`config.mk`:
```
export PLATFORM = sky130hd
export DESIGN_NAME = reg_file
export DESIGN_NICKNAME = d
export VERILOG_FILES = /design/src/rtl/reg_file_pkg.sv /design/src/rtl/reg_file_read_mux.sv /design/src/rtl/reg_file.sv
export SDC_FILE = /design/constraint.sdc
export NUM_CORES = 1
export LEC_CHECK = 0
export CORE_MARGIN = 3
export CORE_UTILIZATION = 35
export CTS_BUF_LIST = sky130_fd_sc_hd__clkbuf_8 sky130_fd_sc_hd__clkbuf_16
export DETAILED_ROUTE_END_ITERATION = 8
export REMOVE_ABC_BUFFERS = 1
export SYNTH_ARGS = -nofsm -noshare
export SYNTH_HDL_FRONTEND = slang
export SYNTH_SLANG_ARGS = --single-unit
```
`constraint.sdc`:
```
create_clock -name clock -period 9.3 [get_ports clock]
set_clock_uncertainty 0.15 [all_clocks]
set_input_delay 1.395 -clock clock [delete_from_list [all_inputs] [get_ports clock]]
set_output_delay 1.395 -clock clock [all_outputs]
set_load 0.01 [all_outputs]
```
`src/rtl/reg_file_pkg.sv`:
```
// -----------------------------------------------------------------------------
// reg_file_pkg
// Shared constants for the 16-bit datapath register file: data and address
// widths, register count and the index of the hardwired zero register.
// The address width helper lets the top confirm that NREGS fills its address space.
// -----------------------------------------------------------------------------
package reg_file_pkg;

  localparam int DATA_W = 16;
  localparam int ADDR_W = 3;
  localparam int NREGS  = 8;

  // Index of the register that always reads as zero and has no storage.
  localparam logic [2:0] ZERO_REG = 3'd0;

  // Number of address bits needed to reach every entry of an n-entry file.
  function automatic int addr_bits_for(input int n);
    int bits;
    bits = 0;
    while ((32'sd1 <<< bits) < n) begin
      bits = bits + 1;
    end
    return bits;
  endfunction

endpackage : reg_file_pkg

```
`src/rtl/reg_file_read_mux.sv`:
```
// -----------------------------------------------------------------------------
// reg_file_read_mux
// NREGS:1 read multiplexer for one register file read port.
// The mux contains no state. It has an AND-OR select tree, and address
// ZERO_REG always returns zero.
//
// Ports:
//   regs   in   (NREGS-1)*DATA_W  R1..R7 packed, R1 in the lowest slice
//   addr   in   ADDR_W            read address
//   rdata  out  DATA_W            selected register value (0 for ZERO_REG)
// -----------------------------------------------------------------------------
module reg_file_read_mux
  import reg_file_pkg::*;
#(
  parameter int DATA_W = reg_file_pkg::DATA_W,
  parameter int ADDR_W = reg_file_pkg::ADDR_W,
  parameter int NREGS  = reg_file_pkg::NREGS
) (
  input  logic [(NREGS-1)*DATA_W-1:0] regs,
  input  logic [ADDR_W-1:0]           addr,
  output logic [DATA_W-1:0]           rdata
);

  logic [DATA_W-1:0] or_tree_s;

  // AND-OR select of R1..R7. At most one term is non-zero for any address.
  always_comb begin
    or_tree_s = {DATA_W{1'b0}};
    for (int i = 1; i < NREGS; i++) begin
      or_tree_s = or_tree_s
                | ({DATA_W{addr == ADDR_W'(i)}} & regs[(i-1)*DATA_W +: DATA_W]);
    end
  end

  // The zero-register override is explicit. It does not depend on the
  // select tree producing zero when no term matches.
  always_comb begin
    rdata = {DATA_W{1'b0}};
    if (addr == ADDR_W'(ZERO_REG)) begin
      rdata = {DATA_W{1'b0}};
    end else begin
      rdata = or_tree_s;
    end
  end

endmodule : reg_file_read_mux

```
`src/rtl/reg_file.sv`:
```
// -----------------------------------------------------------------------------
// reg_file
// 8 x 16-bit register file placed between decode and the ALU. It has two
// combinational read ports and one write port that updates on the rising
// clock edge. R0 has no storage and always reads zero. Writes to R0 are dropped.
// There is no write-to-read bypass. A read of the register being written shows
// the old value until the edge.
//
// Ports (positional order):
//   rdata1  out  DATA_W  R[raddr1]
//   rdata2  out  DATA_W  R[raddr2]
//   clock   in   1       rising-edge clock
//   wdata   in   DATA_W  write data
//   waddr   in   ADDR_W  write address
//   raddr1  in   ADDR_W  read address, port 1
//   raddr2  in   ADDR_W  read address, port 2
//   write   in   1       write enable, active high
//   reset   in   1       asynchronous active-high clear of R1..R7
// -----------------------------------------------------------------------------
module reg_file
  import reg_file_pkg::*;
#(
  parameter int DATA_W = reg_file_pkg::DATA_W,
  parameter int ADDR_W = reg_file_pkg::ADDR_W,
  parameter int NREGS  = reg_file_pkg::NREGS
) (
  output logic [DATA_W-1:0] rdata1,
  output logic [DATA_W-1:0] rdata2,
  input  logic              clock,
  input  logic [DATA_W-1:0] wdata,
  input  logic [ADDR_W-1:0] waddr,
  input  logic [ADDR_W-1:0] raddr1,
  input  logic [ADDR_W-1:0] raddr2,
  input  logic              write,
  input  logic              reset
);

  // The address space must map exactly onto the register array.
  if ((NREGS != (32'sd1 <<< ADDR_W)) || (addr_bits_for(NREGS) != ADDR_W)) begin : g_bad_cfg
    $error("reg_file: NREGS must equal 2**ADDR_W");
  end

  // Storage exists only for R1..NREGS-1.
  logic [DATA_W-1:0]           regs_r [1:NREGS-1];
  logic [NREGS-1:1]            wen_s;
  logic [(NREGS-1)*DATA_W-1:0] regs_flat_s;

  // One-hot write decode. An address of ZERO_REG produces no enable.
  always_comb begin
    wen_s = '0;
    for (int i = 1; i < NREGS; i++) begin
      wen_s[i] = write & (waddr == ADDR_W'(i));
    end
  end

  // Register array. Reset is level-sensitive, so it also overrides a write
  // that arrives on the same edge.
  always_ff @(posedge clock or posedge reset) begin
    if (reset) begin
      for (int i = 1; i < NREGS; i++) begin
        regs_r[i] <= {DATA_W{1'b0}};
      end
    end else begin
      for (int i = 1; i < NREGS; i++) begin
        if (wen_s[i]) begin
          regs_r[i] <= wdata;
        end
      end
    end
  end

  // Pack R1..R7 into one vector that both read muxes share.
  always_comb begin
    regs_flat_s = '0;
    for (int i = 1; i < NREGS; i++) begin
      regs_flat_s[(i-1)*DATA_W +: DATA_W] = regs_r[i];
    end
  end

  reg_file_read_mux #(
    .DATA_W (DATA_W),
    .ADDR_W (ADDR_W),
    .NREGS  (NREGS)
  ) u_read_mux1 (
    .regs  (regs_flat_s),
    .addr  (raddr1),
    .rdata (rdata1)
  );

  reg_file_read_mux #(
    .DATA_W (DATA_W),
    .ADDR_W (ADDR_W),
    .NREGS  (NREGS)
  ) u_read_mux2 (
    .regs  (regs_flat_s),
    .addr  (raddr2),
    .rdata (rdata2)
  );

endmodule : reg_file

```
[Word level (Yosys, flattened, before mapping)]
Index checks and enable logic that the tools add are counted.
Widths: inputs -> output; s select.
Word-level totals
  register bits after elaboration: 112
  output and inout bits: 32
  logic and storage cells: 65
Cells by class
  eq/ne operators: 21
  muxes and demuxes: 2
  bitwise gates (word level): 33
  reduce and logical (&&, ||, !) cells: 2
Operators by type and width (number)
  $and 16x16->16: 14
  $or 16x16->16: 12
  $eq 3x3->1 const B: 12
  $mux 16: 2
  $eq 3x2->1 const B: 6
  $eq 3x1->1 const B: 3
  $and 1x1->1: 7
  $logic_not 3->1: 2

[Longest topological paths before layout]
  depth in word-level cells: 9
  mapped depth: 6
  mapped depth without buffers: 3

[Cells and area by module]
A second synthesis with hierarchy kept.
Second synthesis, totals
  cells, all modules: 526
  area total of the unflattened synthesis: 6607.6 µm²
Modules (own cells, without submodules)
  reg_file: times used 1, cells an instance 246, area an instance 4448.0 µm², seq. area each 2802.7 µm²
  reg_file_read_mux: times used 2, cells an instance 140, area an instance 1079.8 µm², seq. area each 0.0 µm²

[Least setup slack after synthesis]
No wires, ideal clock.
  path kind: in2out
  from: in raddr1[2]
  to: out rdata1[11]
  data arrival time: 2.350 ns
  data required time: 7.755 ns
  setup slack: 5.405 ns
  cell stages on the path: 4
  buffers on the path: 1
  cells stage by stage: buf_2 mux2_2 a221oi_1 o22ai_1
Between the ends
  longest elaborated chain between the ends: 9
  elaborated cells between the ends (all ways): 22
  those cells by class: eq/ne (7); mux (1); bitwise (13); reduce/logical (1)
Ends and longest elaborated chain
  from (decl): line reg_file.sv:32  | input logic [ADDR_W-1:0] raddr1,
  $eq 3x1->1 / $eq 3x2->1 (equally long branches): line reg_file_read_mux.sv:31  | | ({DATA_W{addr == ADDR_W'(i)}} & regs[(i-1)*DATA_W +: DATA_W]);
  $and 16x16->16: line reg_file_read_mux.sv:31
  $or 16x16->16 (6 in a row): line reg_file_read_mux.sv:31
  $mux 16 *: line reg_file_read_mux.sv:39  | if (addr == ADDR_W'(ZERO_REG)) begin
  to (decl): line reg_file.sv:27  | output logic [DATA_W-1:0] rdata1,
Every way passes the cells marked *; elsewhere a longest branch is shown, timed or not.

[Worst setup path after layout]
  from: in raddr2[1]
  to: out rdata2[8]
Between the ends
  longest elaborated chain between the ends: 9
  elaborated cells between the ends (all ways): 22
  those cells by class: eq/ne (7); mux (1); bitwise (13); reduce/logical (1)
Ends and longest elaborated chain
  from (decl): line reg_file.sv:33  | input logic [ADDR_W-1:0] raddr2,
  $eq 3x1->1 / $eq 3x2->1 (equally long branches): line reg_file_read_mux.sv:31
  $and 16x16->16: line reg_file_read_mux.sv:31
  $or 16x16->16 (6 in a row): line reg_file_read_mux.sv:31
  $mux 16 *: line reg_file_read_mux.sv:39
  to (decl): line reg_file.sv:28  | output logic [DATA_W-1:0] rdata2,
Marks and branches as above.

==> key figures <==
Logic synthesis
  • XOR/XNOR Fraction of Synth Area: 0%
  • Cell accounting for the most synthesized area: dfrtp_1
  • Netlist cell types: 42
  • Total number of yosys warnings: 0
  • Ys async rst share: 100%
  • Most numerous cell in the Yosys netlist: mux2_2
  • Syn Area/Cell: 14.0 sq um
  • Cells after synthesis: 451
  • Largest family of logic cells by synthesized area: multiplexers
  • Top-area cell type share of the netlist area: 44.5%
  • Top cells by area, synth: dfrtp_1, mux2_2, mux4_2
  • Sequential-to-total area share from yosys stat: 44.5%
  • Mux cell area share after synthesis: 37.6%
  • #FFs+latches synth: around 110
  • Main synth FF type: dfrtp_1
  • Mapped cell area: 6300 sq um
  • Adder-cell share of the synthesized area: 0%
  • Number of synthesized flops with an enable pin: 0
  • Compound-Gate Fraction of Synth Area: 6.83%
  • Simple-Gate Fraction of Synth Area: 5.64%
  • Synth top cells by count: mux2_2, dfrtp_1, nor2_1

Die
  • Num ports: 60
  • Chip Width: about 140 microns
  • CORE AREA: 17500 sq um
  • Initial core utilization: 36.0%
  • Num rows: 48
  • Chip height: between 100 and 150 microns
  • Die footprint: 19600 sq um

STA
  • Fin crit share: 58.8%
  • Actual slew at the worst max-slew pin: 1160 ps
  • Slew Limit Headroom: 22.4%
  • Min Tclk post-route: 5470 ps
  • Aggregate negative setup slack: 0 ps
  • Fin. Hold Viols: 0
  • RSZ-0062 raised after global routing: false
  • F_max: 183 MHz
  • Final slew viol count: 0
  • Final setup fails: 0

Setup path
  • Crit path capture type: output port
  • Critical path class: input pin to output port
  • Data arrival time of the critical path: 3930 ps
  • CP Launch Type: input pin
  • Largest fanout on the critical path: 36
  • Largest stage delay, worst path: 620 ps
  • Top cell family by delay on the critical path: buffers and inverters
  • Worst path cell trace: clkdlybuf4s50_1 > buf_4 > nor2b_1 > buf_4 > a221oi_1 > nor2_1 > clkdlybuf4s50_1
  • Logic depth of the worst path, buffers included: 7
  • WP data required: around 7800 ps
  • Slowest cell on the critical path: nor2b_1
  • CP Buf/Inv Count: 4
  • Reg2reg path depth: 1

Detailed routing
  • Drt total wl: 15.8 mm
  • 1st-iter DRT viols: 239
  • Post-DRT Antenna Nets: 0
  • # DRC: 0
  • Vias: 4037
  • First drt pass iteration count: 4
  • Drt wl/cell: about 22 microns
  • Vias per cell: 5.61

Layout
  • Max reg flops: 112
  • Antenna diodes: 0
  • P&R area growth vs syn: 15.4%
  • NumNets Final: 520
  • Layout cell share with drive strength beyond 1: 38.2%
  • Design area: 7260 sq um
  • Fillers: roughly 1600
  • Fin cells: 720

Clock tree
  • Hold_buf cts: 0
  • TritonCTS clock tree: yes
  • Clock transition at the registers of the reported paths: 70 ps
  • Post-CTS sizing: 0
  • CTS Sinks: around 110
  • Clock latency on the worst-skew pair: roughly 350 ps
  • Max H-tree Level: 3
  • CTS max path bufs: 2
  • # Post-CTS Setup Buffers: 0
  • Clock buffer count from CTS: 9
  • CTS root buffer: clkbuf_16

Placement
  • Placed Instances: 706
  • GPL Wtd Cong: 0.812
  • Detail Placement HPWL: 9.44 mm
  • Port bufs: 59
  • Post-DP Area: ~7000 sq um

Global routing
  • Gr usage total: 16.4%
  • Vias in the first global route: 4261
  • Largest net degree at the start of global routing: just under 60
  • Grt ovf: 0
  • First-pass GRT wire length: 24.9 mm
  • Initial antenna violation count: 0

Outcome
  • Status: finished, final reports clean

Power and ir drop
  • Maximum vdd ir drop: 0.106 mV
  • P_leak: 3.03 nW
  • Power Total: about 1.5 mW
  • PwrDens: 205 nW/um^2

Hold path
  • Hold Path Stages: 1
  • Worst Hold Class: flop to flop

Flow run
  • Max Cap Viol: 0
==> report_power, final <==
group	leakage (nW)	switching, mW	internal [mW]
Sequential	1.34	0.0794	0.595
Clock	0.163	0.170	0.259
Combinational	1.52	0.145	0.244
Total	3.03	0.394	1.10
==> cells by family (layout without fill, tap and decap cells) <==
family | after synthesis | count (layout)
compound gates | 56 | 56
flops | 112 | 112
mux | 174 | 174
simple gates | 58 | 58
buf+inv | 51 | 95
==> path summary, 6_finish.rpt <==
kind | startpoint | end | slack (ps)
worst max-delay path | raddr2[1] | rdata2[8] | 3830
worst min-delay path | regs_flat_s[12]$_DFFE_PP0P_ | regs_flat_s[12]$_DFFE_PP0P_ | 360
worst max register to register | regs_flat_s[9]$_DFFE_PP0P_ | regs_flat_s[9]$_DFFE_PP0P_ | 8340
worst min register to register | regs_flat_s[12]$_DFFE_PP0P_ | regs_flat_s[12]$_DFFE_PP0P_ | 360
max in group asynchronous | reset | regs_flat_s[89]$_DFFE_PP0P_ | 6420
min in group asynchronous | reset | regs_flat_s[0]$_DFFE_PP0P_ | 1390
==> routing by layer <==
layer,global-route usage [%],share of wire [%]
met1,23.3,48
met2,26.4,47
met3,3.04,4.4
met4,3.67,0.85
met5,0,0
==> final cells by class <==
class	count	area [sq um]	area share, %
Clock buffer	9	225	3.10
Tap cell	225	282	3.88
Clock inverter	5	98.8	1.36
Timing Repair Buffer	69	656	9.03
Inverter	12	47.5	0.654
Multi-Input combinational cell	288	3150	43.4
Sequential cell	112	2800	38.6
==> stage by stage <==
step	hold WS [ps]	worst slack [ps]	utilization, %
finish	361	3830	41.6
floorplan	318	4800	-
global placement	328	3830	39.7
CTS	362	3810	41.6
global route	386	3680	41.6
detailed placement	345	3830	39.7
==> cells in the final DEF (no fill, tap or decap), types with 2 or more instances in the layout <==
master and count:
buf_4 10, o2bb2ai_1 2, nor2_1 33, nand4b_4 3, a22oi_1 4, mux4_2 19
mux2_1 7, buf_2 2, mux2_2 115, mux2i_1 4, mux4_1 8, clkdlybuf4s50_1 57
a21oi_1 8, and3b_1 2, and4bb_1 2, a221oi_1 28, a31oi_1 2, o21ai_0 5
bufinv_16 3, inv_1 11, clkbuf_16 9, nor2b_1 5, o22ai_1 2, dfrtp_1 112
mux2_4 21, nand2_1 5, nor3_1 2
(Power assumes the default switching activity.)
